===== config.mk =====
export PLATFORM = sky130hd
export DESIGN_NAME = prog_loader
export DESIGN_NICKNAME = d
export VERILOG_FILES = /design/src/rtl/prog_loader.sv
export SDC_FILE = /design/constraint.sdc
export NUM_CORES = 1
export LEC_CHECK = 0
export CAP_MARGIN = 15
export CORE_ASPECT_RATIO = 1.4
export CORE_MARGIN = 4
export CORE_UTILIZATION = 35
export CTS_BUF_LIST = sky130_fd_sc_hd__clkbuf_8
export CTS_CLUSTER_DIAMETER = 80
export DETAILED_ROUTE_END_ITERATION = 8
export SLEW_MARGIN = 20
export SYNTH_ARGS = -nofsm -noshare
export SYNTH_HDL_FRONTEND = slang
export SYNTH_SLANG_ARGS = --single-unit

===== constraint.sdc =====
create_clock -name clk -period 6.85 [get_ports clk]
set_clock_uncertainty 0.05 [all_clocks]
set_input_delay 0.685 -clock clk [delete_from_list [all_inputs] [get_ports clk]]
set_output_delay 0.685 -clock clk [all_outputs]
set_load 0.1 [all_outputs]

===== src/rtl/prog_loader.sv =====
// Boot-time program loader: assembles instruction/data words from a byte stream,
// writes them through the CPU memory write ports, and releases CPU reset on RUN.
module prog_loader #(
  parameter int IW = 32,
  parameter int DW = 64,
  parameter int AW = 8
) (
  input  logic          clk,
  input  logic          reset,
  input  logic          in_valid,
  input  logic [7:0]    in_data,
  output logic          in_ready,
  output logic          imem_we,
  output logic [AW-1:0] imem_addr,
  output logic [IW-1:0] imem_wdata,
  output logic          dmem_we,
  output logic [AW-1:0] dmem_addr,
  output logic [DW-1:0] dmem_wdata,
  output logic          cpu_reset,
  output logic          done,
  output logic          err,
  output logic [15:0]   wr_count
);

  localparam logic [7:0] CMD_IMEM = 8'h01;
  localparam logic [7:0] CMD_DMEM = 8'h02;
  localparam logic [7:0] CMD_RUN  = 8'hFF;
  localparam logic [2:0] IMEM_LAST = 3'(IW / 8 - 1);
  localparam logic [2:0] DMEM_LAST = 3'(DW / 8 - 1);

  typedef enum logic [2:0] {S_IDLE, S_INDEX, S_DATA, S_WRITE, S_RUN} state_e;

  state_e          state_q;
  logic            is_dmem_q;
  logic [AW-1:0]   idx_q;
  logic [2:0]      byte_cnt_q;
  logic [DW-1:0]   asm_q;
  logic [DW-1:0]   asm_d;
  logic            imem_we_q;
  logic [AW-1:0]   imem_addr_q;
  logic [IW-1:0]   imem_wdata_q;
  logic            dmem_we_q;
  logic [AW-1:0]   dmem_addr_q;
  logic [DW-1:0]   dmem_wdata_q;
  logic            cpu_reset_q;
  logic            done_q;
  logic            err_q;
  logic [15:0]     wr_count_q;
  logic            accept;
  logic            last_byte;

  assign in_ready  = (state_q == S_IDLE) || (state_q == S_INDEX) || (state_q == S_DATA);
  assign accept    = in_valid && in_ready;
  assign last_byte = (byte_cnt_q == (is_dmem_q ? DMEM_LAST : IMEM_LAST));

  // NOTE: assign a default first so no path through always_comb infers a latch.
  always_comb begin
    asm_d = asm_q;
    asm_d[{byte_cnt_q, 3'b000} +: 8] = in_data;
  end

  // NOTE: sequential state uses non-blocking assignments so every register samples
  // pre-edge values regardless of statement order.
  always_ff @(posedge clk or posedge reset) begin
    if (reset) begin
      state_q      <= S_IDLE;
      is_dmem_q    <= 1'b0;
      idx_q        <= '0;
      byte_cnt_q   <= '0;
      asm_q        <= '0;
      imem_we_q    <= 1'b0;
      imem_addr_q  <= '0;
      imem_wdata_q <= '0;
      dmem_we_q    <= 1'b0;
      dmem_addr_q  <= '0;
      dmem_wdata_q <= '0;
      cpu_reset_q  <= 1'b1;
      done_q       <= 1'b0;
      err_q        <= 1'b0;
      wr_count_q   <= '0;
    end else begin
      unique case (state_q)
        S_IDLE: if (accept) begin
          if (in_data == CMD_IMEM || in_data == CMD_DMEM) begin
            is_dmem_q <= (in_data == CMD_DMEM);
            state_q   <= S_INDEX;
          end else if (in_data == CMD_RUN) begin
            cpu_reset_q <= 1'b0;
            done_q      <= 1'b1;
            state_q     <= S_RUN;
          end else begin
            err_q <= 1'b1;
          end
        end
        S_INDEX: if (accept) begin
          idx_q      <= in_data[AW-1:0];
          byte_cnt_q <= '0;
          asm_q      <= '0;
          state_q    <= S_DATA;
        end
        S_DATA: if (accept) begin
          asm_q      <= asm_d;
          byte_cnt_q <= byte_cnt_q + 3'd1;
          if (last_byte) begin
            state_q <= S_WRITE;
            // Address/data registers only change on their own memory's write.
            if (is_dmem_q) begin
              dmem_we_q    <= 1'b1;
              dmem_addr_q  <= idx_q;
              dmem_wdata_q <= asm_d;
            end else begin
              imem_we_q    <= 1'b1;
              imem_addr_q  <= idx_q;
              imem_wdata_q <= asm_d[IW-1:0];
            end
          end
        end
        S_WRITE: begin
          imem_we_q <= 1'b0;
          dmem_we_q <= 1'b0;
          if (wr_count_q != 16'hFFFF) wr_count_q <= wr_count_q + 16'd1;
          state_q <= S_IDLE;
        end
        S_RUN: ;
        default: state_q <= S_IDLE;
      endcase
    end
  end

  assign imem_we    = imem_we_q;
  assign imem_addr  = imem_addr_q;
  assign imem_wdata = imem_wdata_q;
  assign dmem_we    = dmem_we_q;
  assign dmem_addr  = dmem_addr_q;
  assign dmem_wdata = dmem_wdata_q;
  assign cpu_reset  = cpu_reset_q;
  assign done       = done_q;
  assign err        = err_q;
  assign wr_count   = wr_count_q;

endmodule


# Word level (Yosys, flattened, before mapping)
# Index checks and enable logic that the tools add are counted.
[word_totals] elab_cells=81 output_inout_bits=134 input_bits=11 register_bits=212
[classes] shifts=2 n_addsub=3 reduce_logical=18 n_mux=23 eq_ne=16 bitwise_logic=4
[op_table] operator="$mux W64" n=2
[op_table] operator="$pmux W64 S2" n=1
[op_table] operator="$bwmux W64" n=1
[op_table] operator="$shift A8 B8 Y64 const A" n=1
[op_table] operator="$shiftx A8 B8 Y64" n=1
[op_table] operator="$mux W3" n=9
[op_table] operator="$reduce_and A4 Y1" n=6
[op_table] operator="$add A16 B1 Y16 const B" n=1
[op_table] operator="$ne A16 B16 Y1 const B" n=1
[op_table] operator="$ne A2 B2 Y1 const B" n=6
[op_table] operator="$pmux W3 S4" n=1
[op_table] operator="$eq A8 B1 Y1 const B" n=1
[op_table] operator="$eq A8 B2 Y1 const B" n=1
[op_table] operator="$eq A8 B8 Y1 const B" n=1
[op_table] operator="$neg A6 Y8" n=1
[op_table] operator="$eq A3 B2 Y1 const B" n=2
[op_table] operator="$mux W1" n=6
[op_table] operator="$pmux W3 S2" n=1
[op_table] operator="$reduce_and A3 Y1" n=2
[op_table] operator="$reduce_and A6 Y1" n=1
[op_table] operator="$not A1 Y1" n=4
[op_table] operator="$pmux W1 S2" n=2
[op_table] operator="$reduce_and A2 Y1" n=2
[op_table] operator="$reduce_bool A2 Y1" n=2
[op_table] operator="8 further kinds" n=10

# Longest topological paths before layout
# Gate-level depths: netlist of the first run.
[depth] depth_word=6 ltp_mapped=9 mapped_depth_nobuf=7

# Worst setup path before layout of the first run
# Ideal clock, no wire load.
[synth_timing] path_type="flip-flop to output port" start="reg state_q[1]" end="out in_ready" required_ps=6115 path_buffers=2 slack_ps=3953 stages_incl_launch_ff=4 arrival_ps=2162 cell_sequence="dfrtp_1 -> buf_2 -> buf_2 -> a21oi_1"
[synth_between] elab_chain_len=3 word_cells_on_any_way=5 classes_between="eq/ne (2); reduce/logical (3)"
[synth_rtl] item="start, declared" line_no="33" text="state_e state_q;"
[synth_rtl] item="start signal, assigned" line_no="66" text="state_q <= S_IDLE;"
[synth_rtl] item="start signal, assigned" line_no="86" text="state_q <= S_INDEX;"
[synth_rtl] item="start signal, assigned" line_no="90" text="state_q <= S_RUN;"
[synth_rtl] item="$eq A3 B1 Y1 or $logic_not A3 Y1 (tied branches)" line_no="52" text="assign in_ready = (state_q == S_IDLE) || (state_q == S_INDEX) || (state_q == S_DATA);"
[synth_rtl] item="$logic_or A1 B1 Y1" line_no="52"
[synth_rtl] item="$logic_or A1 B1 Y1 (*)" line_no="52"
[synth_rtl] item="end, declared" line_no="12" text="output logic in_ready,"
# Every way passes the cells marked *; elsewhere a longest branch is shown, timed or not.

# Worst setup path after layout of the first run
# Same ends and word-level chain as after synthesis.

==> results of run 1 <==
[through the flow]
step                hold slack, ns  power, mW  utilization [%]  cell area, µm²  instances
finish                       0.421       4.36             45.7           11400       1235
global route                 0.454       4.58             45.7           11400       1235
CTS                          0.420       4.41             45.5           11300       1233
detailed placement           0.406       3.26             42.6           10600       1173
global placement             0.402       3.25             42.6           10600       1173
floorplan                    0.415       2.86                -            8890        762
[state kept, by name, summed over array words and instances (netlist names)]
register / flops
idx_q: 8
byte_cnt_q: 3
dmem_we: 1
err: 1
asm_q: 64
imem_addr: 8
done: 1
dmem_addr: 8
dmem_wdata: 64
state_q: 3
is_dmem_q: 1
cpu_reset: 1
imem_we: 1
imem_wdata: 32
wr_count: 16
[power groups by stage]
| stage | combinational, mW | sequential (mW) | clock (mW) |
|---|---|---|---|
| floorplan | 0.621 | 2.24 | 0 |
| global placement | 1.60 | 1.65 | 0 |
| detailed placement | 1.61 | 1.65 | 0 |
| CTS | 1.62 | 1.63 | 1.16 |
| global route | 1.70 | 1.66 | 1.22 |
| finish | 1.60 | 1.63 | 1.13 |
[worst max-delay path: cells and delay by family, from the launching register on]
family	cells	cell delay, ns
buffers and inverters	1	1.16
flip-flops	1	0.60
AO/OA/AOI/OAI	1	0.23
[final timing paths]
kind / from / to
min: done / done
max: state_q[1] / in_ready
max reg2reg: state_q[1] / dmem_addr[1]
min in group asynchronous: reset / wr_count[11]
max in group asynchronous: reset / imem_addr[7]
min reg2reg: done / done
[synth_stat cells, drive strengths merged, types with 12 or more instances]
| master | count | area (µm²) |
|---|---|---|
| a22o | 64 | 561 |
| buf | 23 | 120 |
| clkbuf | 34 | 128 |
| dfrtp | 211 | 5280 |
| mux2 | 25 | 282 |
| mux2i | 63 | 631 |
| nand2 | 108 | 405 |
| nand3 | 12 | 65.1 |
| nor2 | 14 | 62.6 |
| o21ai | 103 | 515 |
| xnor2 | 16 | 140 |
[area by class of cell]
type	instances	area (µm²)
fill	2313	13500
sequential	212	5310
tap	315	394
clock buffer	46	633
clock inverter	14	88.8
timing repair buffer	155	1560
inverter	7	33.8
multi-input combinational	486	3340
[logic make-up after synthesis]
kind of cell | Yosys count
flip-flops | 212
AND/OR/NAND/NOR | 188
AO/OA/AOI/OAI | 186
multiplexers | 88
buffers and inverters | 64
XOR/XNOR | 19
adder cells (fa/ha/maj) | 5
[routing by layer]
metal | up-vias | wire [µm]
met5 | - | 0
met4 | 0 | 662
met3 | 46 | 1070
met2 | 151 | 10900
met1 | 3073 | 9480
li1 | 2985 | -
==> impl_metrics.yaml, run 1 <==
status:
  status: "completed"
synthesis:
  synthXorXnorAreaFrac_pct: 1.87
  synth_simple_gate_area_share_pct: 10.7
  syn-num-nets: 778
  ys_seq_area_share_pct: 59.7
  ys_ff_latch: 212
  synth_cell_types: 53
  syn_avg_cell_area_um2: 11.7
  ys.flop_type: "dfrtp_1"
  syn_inst: 762
  yosys.area_share.adder_pct: 0.704
  synth_edf_count: 0
  muxShareOfSynthArea_pct: 10.3
  ys_warn_count: 0
  synth_top_family_by_area: "compound AO/OA/AOI/OAI gates"
  synth-compound-area-share_pct: 13.7
  syn-cell-area_mm2: 0.00889
  synthArstFlopShare_pct: 100
grt:
  met2_usage_pct: 26.0
  grt_pass1_wl_mm: 35.9
  top_usage_layer: "met2"
  overflow: 0
  met1_usage_pct: 21.0
  grt_usage_pct: 15.9
  grt_max_degree: 140
  first_global_vias: 6457
  antenna_found_initial: 0
  met3_usage_pct: 3.35
run:
  maxCapViolations: 0
cells_and_area:
  layout_commonest_cell: "dfrtp_1"
  nets: 913
  areaGrowthSynthToFinish_pct: 27.7
  n_antenna_cell: 0
  drive_gt1_share_pct: 11.1
  mostFrequentLayoutCells: "dfrtp_1, clkdlybuf4s50_1, nand2_1"
route:
  firstDrtPassIters: 4
  vias_per_cell: 5.06
  drtIter0Drc: 362
  wl_mm: 22.1
  vias: 6255
  remaining_drc_errors: 0
  wire_per_inst_um: 17.9
  final_antenna_net_count: 0
placed_design:
  dp_hpwl_mm: 14.6
  io_buffers: 144
  preCtsSetupSlack_ns: 3.46
  place_congestion: 0.769
power:
  p_leak_nw: 5.13
  swShare_pct: 41.0
  p_switching_mw: 1.79
  internal-power_mw: 2.57
  combPwrFrac_pct: 36.7
  pwr-share-seq_pct: 37.4
  powerDensity_mw_per_mm2: 384
  p_clk_share_pct: 25.9
  irDropWorstVdd_v: 0.000285
critical_path:
  crit_arrival_ns: 2.50
  crit_chain: "a21oi_1, clkdlybuf4s50_1"
  worstSetupStartpointType: "flip-flop"
  critical_path.endpoint_type: "output port"
  required_ns: 6.11
  crit_slowest_cell: "clkdlybuf4s50_1"
  r2r_slack_ns: 4.00
  reg2regPathDepth: 4
  worstSetupPathType: "flip-flop to output port"
  crit_path_max_incr_delay_ns: 1.16
  crit_path_max_fanout: 17
timing:
  max_clock_freq_mhz: 309
  finalSetupViolations: 0
  finalCritPeriodShare_pct: 47.2
  final.min_clock_period_ns: 3.23
  worst_pin_slew_ns: 1.01
  maxSlewViolCount: 0
  hold_viol: 0
  worst_slack_ns: 3.62
  tns_ns: 0
  grt_setup_unrepaired: "false"
  slew-limit-headroom_pct: 32.6
cts:
  cts_hold_buf: 0
  cts_made_buffers: 35
  cts_tree: "built"
  post-cts-setup-buffer-count: 0
  cts_root_buffer: "clkbuf_8"
  clock_latency_ns: 0.52
  cts.repair.resized: 0
  htreeDepth: 2
  clock_sinks: 212
  clk_pin_slew_ns: 0.06
  clockBufferDepth: 3
floorplan:
  rows: 68
  fp.coreArea_mm2: 0.0248
  die_x_um: 143
  die_area_mm2: 0.0280
  io_pins: 145
  fp.dieH_um: 197
  start_util_pct: 35.8
worst_hold_path:
  hold_class: "flip-flop to flip-flop"
  hold_path_depth: 1
(Power assumes the default switching activity.)
==> run 2, diff against run 1 <==
Clock period 6.85 ns to 3 ns, I/O delays scaled along.
==> run 2 against run 1 <==
Against the previous run:
- total power grew 130%
- via count increased by 1.5%
- register-to-register slack got worse by 3.5 ns
- flip-flop and latch count stayed put
- cell area is 2.2% lower
- sequential share of layout area is 1.0 points higher
- highest routed layer unchanged
- wire length grew 2.7%
==> impl_metrics.yaml, run 2 (synthesis gave the netlist of run 1 again) <==
critical_path:
  r2r_slack_ns: 0.46
  critical_path.endpoint_type: "flip-flop"
  crit_family: "adder cells"
  crit_top_cell: "ha_1"
  crit_arrival_ns: 2.87
  crit_chain: "inv_2, ha_1, ha_1, nand4b_1, buf_4, mux2i_1, o21ai_0"
  endpoint: "imem_wdata[10]"
  reg2regPathDepth: 7
  crit_start: "byte_cnt_q[0]"
  crit_path_max_incr_delay_ns: 0.50
  crit_path_max_fanout: 8
  worstSetupStartpointType: "flip-flop"
  crit_buf_inv: 2
  required_ns: 3.33
  worstSetupPathType: "flip-flop to flip-flop"
  crit_cells: 7
  rr_startpoint: "byte_cnt_q[0]"
  crit_slowest_cell: "nand4b_1"
  reg2reg_to: "imem_wdata[10]"
cells_and_area:
  nFillCells: 2372
  mostFrequentLayoutCells: "dfrtp_1, buf_4, nand2_1"
  layout_commonest_cell: "dfrtp_1"
  drive_gt1_share_pct: 26.9
  nets: 930
  final_core_util_pct: 44.7
  areaGrowthSynthToFinish_pct: 24.9
  n_antenna_cell: 0
placed_design:
  dp_hpwl_mm: 15.6
  place_congestion: 0.792
  io_buffers: 144
  preCtsSetupSlack_ns: 0.439
timing:
  final.min_clock_period_ns: 2.54
  max_clock_freq_mhz: 393
  worst_pin_slew_ns: 0.571
  finalCritPeriodShare_pct: 84.7
  slew-limit-headroom_pct: 61.7
  grt_setup_unrepaired: "false"
  hold_viol: 0
  finalSetupViolations: 0
  worst_slack_ns: 0.458
  maxSlewViolCount: 0
cts:
  clockBufferDepth: 3
  cts_root_buffer: "clkbuf_8"
  cts_made_buffers: 36
  clock_sinks: 212
  post-cts-setup-buffer-count: 0
  clock_latency_ns: 0.51
  cts_tree: "built"
  clk_pin_slew_ns: 0.06
  cts_hold_buf: 0
  cts.repair.resized: 0
  htreeDepth: 2
route:
  vias: 6348
  firstDrtPassIters: 4
  wire_per_inst_um: 18.1
  vias_per_cell: 5.07
  final_antenna_net_count: 0
  wl_mm: 22.7
  remaining_drc_errors: 0
  drtIter0Drc: 253
grt:
  met3_usage_pct: 3.20
  top_usage_layer: "met2"
  overflow: 0
  met1_usage_pct: 20.8
  antenna_found_initial: 0
  met2_usage_pct: 27.4
  grt_max_degree: 109
  first_global_vias: 6524
  grt_pass1_wl_mm: 36.1
  grt_usage_pct: 16.1
power:
  p_leak_nw: 5.45
  swShare_pct: 41.9
  p_clk_share_pct: 25.2
  p_switching_mw: 4.13
  total_power_mw: 9.85
  pwr-share-seq_pct: 37.5
  irDropWorstVdd_v: 0.000655
  powerDensity_mw_per_mm2: 887
  combPwrFrac_pct: 37.3
  internal-power_mw: 5.72
floorplan:
  die_x_um: 143
  start_util_pct: 35.8
  fp.coreArea_mm2: 0.0248
  io_pins: 145
  fp.dieH_um: 197
  rows: 68
  die_area_mm2: 0.0280
status:
  status: "completed"
run:
  maxCapViolations: 0
worst_hold_path:
  hold_class: "input port to asynchronous set/reset pin"
==> run 2: cell types whose count changed in the layout (fill, tap and decap cells not counted) <==
| cell | previous run | this run |
|---|---|---|
| buf_4 | 9 | 158 |
| clkdlybuf4s50_1 | 144 | 10 |
| buf_12 | 1 | 3 |
| clkinv_2 | 1 | 3 |
| clkinvlp_4 | 1 | 3 |
| buf_16 | 1 | 0 |
| bufinv_16 | 1 | 0 |
| clkbuf_8 | 46 | 45 |
| inv_1 | 15 | 16 |
| inv_6 | 1 | 0 |
| inv_8 | 1 | 0 |
==> run 2: how the worst min path moves through the flow <==
| stage | startpoint | to | slack [ns] |
|---|---|---|---|
| after floorplan | in_valid | state_q[1] | 0.41 |
| after global placement | done | done | 0.40 |
| after detailed placement | done | done | 0.41 |
| after CTS | reset | wr_count[11] | 0.08 |
| after global routing | reset | wr_count[11] | 0.10 |
| final | reset | wr_count[11] | 0.08 |
==> run 2: area by class of cell <==
type / instances / area (µm²) / share of cell area [%]
Multi-Input combinational cell: 486 / 3340 / 30.1
Timing Repair Buffer: 171 / 1350 / 12.1
Inverter: 7 / 30.0 / 0.270
Clock buffer: 45 / 619 / 5.58
Clock inverter: 16 / 71.3 / 0.642
Sequential cell: 212 / 5310 / 47.8
Tap cell: 315 / 394 / 3.55
==> run 2: metal layers <==
layer / share of wire, % / up-vias
met2: 50 / 136
met1: 43 / 3165
met4: 1.9 / 0
met5: 0 / -
li1: - / 3015
met3: 4.5 / 32
==> run 2: metrics by stage <==
step	setup TNS [ns]	instance area, µm²	std cells	hold slack [ns]
after floorplan	-22.23	8890	762	0.409
after global placement	0	10400	1191	0.401
after detailed placement	0	10400	1191	0.409
after CTS	0	11100	1252	0.0767
after global routing	0	11100	1252	0.101
final	0	11100	1252	0.0842
==> run 2: power by group through the flow <==
stage	clock network, mW	registers (mW)	logic, mW
6_report	2.48	3.69	3.68
5_1_grt	2.70	3.76	3.92
4_1_cts	2.57	3.69	3.72
3_5_place_dp	0	3.73	3.72
3_3_place_gp	0	3.74	3.69
2_1_floorplan	0	5.12	1.42
==> run 2: worst reg2reg max path: cells and delay by family (launching register included) <==
kind	cells	cell delay (ns)
compound gates	1	0.11
fa+ha+maj	2	0.67
mux	1	0.19
flops	1	0.42
simple gates	1	0.51
buf+inv	2	0.46
==> run 3, diff against run 2 <==
Clock period 3 ns to 2.45 ns, I/O delays scaled along.
==> run 3 against run 2 <==
Against the previous run:
- count of clock-buffer cells in the layout shrank 2
- die area is the same
- fmax grew 13%
- final cell count grew 1.4%
- wire length grew 2.3%
- register-to-register slack lost 0.25 ns
- critical endpoint is now asm_q[5]
- cell area grew 1.9%
- setup slack lost 0.25 ns
==> impl_metrics.yaml, run 3 (synthesis gave the netlist of run 1 again) <==
cells_and_area:
  regArea_mm2: 0.00531
  nFillCells: 2379
  drive_gt1_share_pct: 28.5
  final_cell_area_mm2: 0.0113
  mostFrequentLayoutCells: "dfrtp_1, buf_4, nand2_1"
  layout_commonest_cell: "dfrtp_1"
  areaGrowthSynthToFinish_pct: 27.3
  nets: 947
  final_core_util_pct: 45.6
  multi_input_area_mm2: 0.00334
cts:
  clockBufferDepth: 3
  clock_sinks: 212
  clk_pin_slew_ns: 0.06
  cts_tree: "built"
  htreeDepth: 2
  cts_made_buffers: 36
  clock_latency_ns: 0.52
  cts_root_buffer: "clkbuf_8"
floorplan:
  start_util_pct: 35.8
  rows: 68
  die_area_mm2: 0.0280
  die_x_um: 143
  fp.coreArea_mm2: 0.0248
  io_pins: 145
  fp.dieH_um: 197
critical_path:
  worstSetupStartpointType: "flip-flop"
  crit_path_max_incr_delay_ns: 0.38
  reg2regPathDepth: 8
  worstSetupPathType: "flip-flop to flip-flop"
  required_ns: 2.79
  crit_path_max_fanout: 10
  reg2reg_to: "asm_q[5]"
  crit_arrival_ns: 2.58
  crit_chain: "inv_2, ha_1, ha_2, nor4_1, nand3_1, buf_4, a21o_1, a22o_1"
  crit_slowest_cell: "dfrtp_1"
  r2r_slack_ns: 0.21
  rr_startpoint: "byte_cnt_q[0]"
  critical_path.endpoint_type: "flip-flop"
route:
  final_antenna_net_count: 0
  firstDrtPassIters: 4
  remaining_drc_errors: 0
  wl_mm: 23.2
  drtIter0Drc: 253
  wire_per_inst_um: 18.3
  vias: 6425
  vias_per_cell: 5.06
worst_hold_path:
  hold_path_depth: 3
  hold_end: "state_q[1]"
  hold_class: "input port to flip-flop"
  hp-start: "in_valid"
timing:
  worst_pin_slew_ns: 0.560
  final.min_clock_period_ns: 2.24
  finalSetupViolations: 0
  finalCritPeriodShare_pct: 91.4
  max_clock_freq_mhz: 446
  maxSlewViolCount: 0
  grt_setup_unrepaired: "false"
  worst_slack_ns: 0.210
  slew-limit-headroom_pct: 62.4
  tns_ns: 0
  hold_viol: 0
grt:
  first_global_vias: 6565
  overflow: 0
  grt_max_degree: 78
  antenna_found_initial: 1
  grt_pass1_wl_mm: 37.0
  grt_usage_pct: 16.5
placed_design:
  dp_hpwl_mm: 16.1
  io_buffers: 144
  place_congestion: 0.850
  preCtsSetupSlack_ns: 0.114
  placed_area_mm2: 0.0106
status:
  status: "completed"
power:
  irDropWorstVdd_v: 0.000681
  total_power_mw: 12.3
  powerDensity_mw_per_mm2: 1080
  p_leak_nw: 5.56
run:
  maxCapViolations: 0
## run 3: routing by layer
| metal | global-route usage, % | routed length, µm |
|---|---|---|
| met4 | 5.49 | 585 |
| met2 | 27.9 | 11600 |
| met3 | 2.94 | 1140 |
| met5 | 0 | 0 |
| met1 | 21.5 | 9920 |
## run 3: area by class of cell
| cell class | instances | area share, % |
|---|---|---|
| Sequential cell | 212 | 46.9 |
| Timing Repair Buffer | 188 | 13.6 |
| Tap cell | 315 | 3.48 |
| Multi-Input combinational cell | 486 | 29.6 |
| Inverter | 7 | 0.265 |
| Antenna cell | 1 | 0.0221 |
| Clock buffer | 43 | 5.23 |
| Clock inverter | 18 | 0.962 |
## run 3: worst max-delay path: cells and delay by family, from the launching register on
family	cells	cell delay (ns)
DFF	1	0.38
AOI/OAI and AO/OA	2	0.49
buffers and inverters	2	0.31
and+or+nand+nor	2	0.36
adders and majority gates	2	0.52
## run 3: per-stage QoR
| stage | instances | hold WS, ns |
|---|---|---|
| 5_1_grt | 1270 | 0.421 |
| 6_report | 1270 | 0.397 |
| 4_1_cts | 1269 | 0.372 |
| 3_3_place_gp | 1207 | 0.411 |
| 2_1_floorplan | 762 | 0.354 |
| 3_5_place_dp | 1207 | 0.421 |
## run 3: power breakdown
part	internal [mW]	switching, mW
sequential	4.10	0.399
clock	1.70	1.40
combinational	1.37	3.29
total	7.17	5.10
## run 3: repair_timing
item / in CTS / in global routing
setup buffers: 0 / 0
hold buffers: 1 / 0
gates resized for setup: 0 / 2
endpoints found under the setup margin: 0 / 9
hold endpoints to repair: 6 / 0
## run 3: worst max path at each step
stage	from	to	depth (start not counted)
after floorplan	reset	asm_q[0]	1
after CTS	byte_cnt_q[0]	asm_q[46]	7
after global placement	byte_cnt_q[1]	asm_q[43]	7
final	byte_cnt_q[0]	asm_q[5]	8
after detailed placement	byte_cnt_q[1]	asm_q[46]	7
after global routing	byte_cnt_q[0]	asm_q[5]	8
